**config.mk**
```make
export PLATFORM = sky130hd
export DESIGN_NAME = jt49_cmd_seq
export DESIGN_NICKNAME = d
export VERILOG_FILES = /design/src/rtl/jt49_cmd_seq.sv
export SDC_FILE = /design/constraint.sdc
export NUM_CORES = 1
export LEC_CHECK = 0
export ABC_AREA = 1
export BUFFER_PORTS_ARGS = -buffer_cell sky130_fd_sc_hd__buf_2
export CORE_AREA = 2 2 232 234
export DETAILED_ROUTE_END_ITERATION = 8
export DIE_AREA = 0 0 234 236
export PLACE_DENSITY = 0.85
export RECOVER_POWER = 25
export SETUP_SLACK_MARGIN = 0.05
export SLEW_MARGIN = 20
export SYNTH_ARGS = -nofsm -noshare
export SYNTH_HDL_FRONTEND = slang
export SYNTH_SLANG_ARGS = --single-unit
```
**constraint.sdc**
```tcl
create_clock -name clk -period 3.98 [get_ports clk]
set_input_delay 0.796 -clock clk [delete_from_list [all_inputs] [get_ports clk]]
set_output_delay 0.796 -clock clk [all_outputs]
set_load 0.02 [all_outputs]
```
**src/rtl/jt49_cmd_seq.sv**
```systemverilog
// jt49_cmd_seq: command-list sequencer that plays register writes onto a jt49
// PSG bus, with timed waits, END/loop handling and start/stop control.
module jt49_cmd_seq #(
    parameter  int DEPTH   = 64,
    parameter  int CHIPW   = 1,
    parameter  int WAIT_SH = 8,
    localparam int AW      = $clog2(DEPTH),
    localparam int CW      = 12 + CHIPW
) (
    input  logic             clk,
    input  logic             rst,
    input  logic             cen,
    input  logic             ld_we,
    input  logic [AW-1:0]    ld_addr,
    input  logic [CW-1:0]    ld_data,
    input  logic             start,
    input  logic             stop,
    input  logic             loop_en,
    output logic             busy,
    output logic             done,
    output logic [AW-1:0]    pc,
    output logic [3:0]       psg_addr,
    output logic [7:0]       psg_dout,
    output logic [CHIPW-1:0] psg_sel,
    output logic             psg_wr_n
);

    localparam int          CNTW    = 8 + WAIT_SH;
    localparam logic [AW-1:0] LAST  = AW'(DEPTH - 1);
    localparam logic [3:0]  OP_END  = 4'hE;
    localparam logic [3:0]  OP_WAIT = 4'hF;

    typedef enum logic [1:0] {
        S_IDLE,
        S_FETCH,
        S_EXEC,
        S_WAIT
    } state_t;

    state_t            state, state_n;
    logic [AW-1:0]     pc_n;
    logic [CNTW-1:0]   cnt, cnt_n;
    logic [3:0]        addr_n;
    logic [7:0]        dout_n;
    logic [CHIPW-1:0]  sel_n;
    logic              wr_n_n;
    logic              done_n;
    logic              advance;
    logic              finish;

    logic [CW-1:0]     mem [DEPTH];
    logic [CW-1:0]     rd_data;

    logic [3:0]        op;
    logic [7:0]        arg;
    logic [CHIPW-1:0]  chip;
    logic [CNTW-1:0]   wait_len;

    assign op       = rd_data[11:8];
    assign arg      = rd_data[7:0];
    assign chip     = rd_data[CW-1:12];
    assign wait_len = CNTW'(arg) << WAIT_SH;
    assign busy     = (state != S_IDLE);

    // Command store: host loads only while idle; slot pc is read back every clock.
    always_ff @(posedge clk) begin
        if (ld_we && state == S_IDLE)
            mem[ld_addr] <= ld_data;
        rd_data <= mem[pc];
    end

    // Next-state and bus outputs; stop overrides everything, all else waits on cen.
    always_comb begin
        state_n = state;
        pc_n    = pc;
        cnt_n   = cnt;
        addr_n  = psg_addr;
        dout_n  = psg_dout;
        sel_n   = psg_sel;
        wr_n_n  = 1'b1;
        done_n  = 1'b0;
        advance = 1'b0;
        finish  = 1'b0;
        if (stop) begin
            state_n = S_IDLE;
        end else if (cen) begin
            unique case (state)
                S_IDLE: begin
                    if (start) begin
                        state_n = S_FETCH;
                        pc_n    = '0;
                    end
                end
                S_FETCH: state_n = S_EXEC;
                S_EXEC: begin
                    if (op == OP_END) begin
                        finish = 1'b1;
                    end else if (op == OP_WAIT) begin
                        // The WAIT command occupies wait_len ticks in total,
                        // its own fetch and exec ticks included.
                        if (wait_len > CNTW'(2)) begin
                            cnt_n   = wait_len;
                            state_n = S_WAIT;
                        end else begin
                            advance = 1'b1;
                        end
                    end else begin
                        addr_n  = op;
                        dout_n  = arg;
                        sel_n   = chip;
                        wr_n_n  = 1'b0;
                        advance = 1'b1;
                    end
                end
                S_WAIT: begin
                    if (cnt <= CNTW'(3))
                        advance = 1'b1;
                    else
                        cnt_n = cnt - CNTW'(1);
                end
                default: state_n = S_IDLE;
            endcase
            if (advance) begin
                if (pc == LAST) begin
                    finish = 1'b1;
                end else begin
                    pc_n    = pc + AW'(1);
                    state_n = S_FETCH;
                end
            end
            if (finish) begin
                if (loop_en) begin
                    pc_n    = '0;
                    state_n = S_FETCH;
                end else begin
                    done_n  = 1'b1;
                    state_n = S_IDLE;
                end
            end
        end
    end

    // State and output registers; wr_n and done self-clear every clock.
    always_ff @(posedge clk) begin
        if (rst) begin
            state    <= S_IDLE;
            pc       <= '0;
            cnt      <= '0;
            psg_addr <= '0;
            psg_dout <= '0;
            psg_sel  <= '0;
            psg_wr_n <= 1'b1;
            done     <= 1'b0;
        end else begin
            state    <= state_n;
            pc       <= pc_n;
            cnt      <= cnt_n;
            psg_addr <= addr_n;
            psg_dout <= dout_n;
            psg_sel  <= sel_n;
            psg_wr_n <= wr_n_n;
            done     <= done_n;
        end
    end

endmodule

```
==> results.md <==
* Layout cells sized above 1 at 0.09993
* DP HPWL at 50770 um
* DR iter-0 viols at 3822
* Die W at 234 um
* Worst Path Max Fanout at 175
* Critical-path cell list: buf_12 -> buf_2
* Antenna viol nets, final at 0
* CP Data Required Time at 3.18 ns
* Most common cell after layout, fill and taps aside: edfxtp_1
* Pwr Density at 476.5 nW/um2
* Vias per cell at 6.854
* Part of the Yosys area used for sequential elements at 0.7408
* CP Capture Type: output pin
* Root Buffer: clkbuf_16
* Die area at 55220 um2
* Cells after synthesis at 2726
* Site Rows at 85
* Yosys cell types at 39
* Hold Crit Class: in -> reg
* Final Max Slew Viols at 464
* CTS hold repair buffers at 0
* Clock transition at the registers of the reported paths at 0.06 ns
* RSZ-0062 raised after global routing: no
* DR vias at 24250
* Post-route setup slack at 0.6644 ns
* Status: finished with violations
* Achievable Freq at 301.6 MHz
* Residual DRC at 0
* Max-cap viol count at 12
* Worst path bufs/invs at 2
* Async SR Flop Fraction at 0
* Initial antenna violation count at 3
* WL/cell at 25.84 um
* PortBufs at 47
* Crit path max-delay cell type: dfxtp_4
* Die height at 236 um
* Ys flop type: edfxtp_1
* Post-synth EDFFs at 832
* Clock Sinks at 884
* I/O Pins at 48
* Synth-to-Final Area Change at 11.09%
* H-tree levels at 3
* TritonCTS clock tree: built
* CP Launch Type: register
* Clock power share at 0.433
* CTS Buf Count at 84
* Peak VDD IR at 0.6727 mV
* Total power at 18600 uW
* Sequential Power Share at 0.549
* Clk_skew at 0.02080 ns
* Number of global-route vias before repair at 23490
* Post-CTS Resized at 0
* Comb power frac at 0.017
* Final number of setup-violating endpoints at 0
* DP Worst Slack at 0.9565 ns
* Setup TNS at 0 ns
* Total global-route track usage at 0.3354
* CP top delay family: buffers and inverters
* Largest net degree at the start of global routing at 196
* Drt pass-1 iters at 8
* First-pass GRT wire length at 138300 um
* Synthesized area at 35130 um2
* Number of post-CTS setup repair buffers at 0
* Area after DPL at 36330 um2
* Leakage Power at 0.01275 uW
* P_int at 14900 uW
* Warnings from Yosys at 0
* Starting Density at 0.6620
* Clk_lat worst skew at 0.65 ns
* Arrival time at the worst endpoint at 2.52 ns
* #FFs+latches synth at 884
* Synthesized Nets at 2757
* Violated checks: capacitance limit, slew limit
* Final hold slack at 0.3659 ns
* CORE AREA at 53070 um2
* NetSw at 3699 uW
* CP max stage delay at 0.84 ns
* WS Path Type: reg -> out
* Final nets at 2805
* Syn Area/Cell at 12.89 um2
* Max Buffers Root-to-Sink at 3
* Least-Margin Pin Slew at 3.077 ns
* Minimum clock period at 3.316 ns
* Final WL at 91440 um
* # diodes at 0
* Design area at 39030 um2
* Worst slew margin at -1.052
* Most frequent cells in the layout: edfxtp_1 (832), nor2_1 (533), o21ai_0 (351), o22ai_1 (129), nand3_1 (108)
* Placer congestion estimate at 0.9342
* Fin crit share at 0.8331
* Sw Ratio at 0.1989
* Final Hold Viols at 0
* Global route overflow at 0
[metal layers]
layer,track usage,vias up,part of all wire
met3,0.08897,344,0.13
li1,-,10330,-
met4,0.1705,6,0.053
met5,0,-,0.00046
met1,0.4438,11550,0.34
met2,0.5171,2025,0.47
[registers in the layout (all words and copies together) (netlist names), 2 cells and up]
register  cells
state         2
rd_data      13
cnt          16
pc            6
mem         832
psg_dout      8
psg_addr      4
[power groups by stage]
stage / clock, uW / combinational, uW / sequential, uW
finish: 8060 / 325 / 10200
floorplan: 0 / 86.7 / 10400
global route: 8430 / 342 / 10200
global placement: 0 / 298 / 10400
CTS: 8090 / 321 / 10200
detailed placement: 0 / 321 / 10400
[cells in the mapped netlist (2+ instances only)]
cell type	number	area (um2)
edfxtp_1	832	24980
buf_6	4	45.04
nand3_2	2	20.02
clkbuf_1	107	401.6
ha_1	5	62.56
a21oi_1	27	135.1
nand2_1	100	375.4
o21ai_1	101	505.5
inv_2	7	26.28
o211ai_1	107	803.3
xor2_1	2	17.52
o21ai_0	351	1757
o221ai_1	80	700.7
nand3_1	108	540.5
buf_2	59	295.3
dfxtp_1	52	1041
nor2_1	533	2001
buf_4	14	105.1
nor3_1	6	30.03
nand4_1	12	75.07
inv_1	65	244.0
o22ai_1	129	807.0
buf_1	5	18.77
a31oi_1	3	18.77
[cell type report]
cell class / instances / area [um2]
clock inverter: 55 / 574.3
tap: 696 / 870.8
sequential: 884 / 26040
clock buffer: 99 / 2180
multi-input combinational: 1580 / 7966
inverter: 73 / 284.0
timing repair buffer: 151 / 1114
fill: 3036 / 14040
[worst paths after layout]
| path | startpoint | end | slack (ns) | cells past startpoint |
|---|---|---|---|---|
| setup reg to reg | pc[0] | rd_data[6] | 0.90 | 8 |
| hold / removal | loop_en | done | 0.37 | 2 |
| hold reg to reg | psg_dout[5] | psg_dout[5] | 0.48 | 2 |
| setup / recovery | pc[0] | pc[0] | 0.66 | 2 |
[logic make-up after synthesis]
group / share of synthesized area
adders and majority gates: 0.001781
and+or+nand+nor: 0.08865
xor gates and xnor gates: 0.0004987
AOI/OAI and AO/OA: 0.1358
buffers and inverters: 0.03245
DFF: 0.7408
[per-stage QoR]
stage	util	std cells
final	0.7354	3538
after global routing	0.7354	3538
after CTS	0.7365	3538
after detailed placement	0.6846	3384
after global placement	0.6837	3382
after floorplan	-	2726
Note: power is estimated with default switching activity, not from simulation.
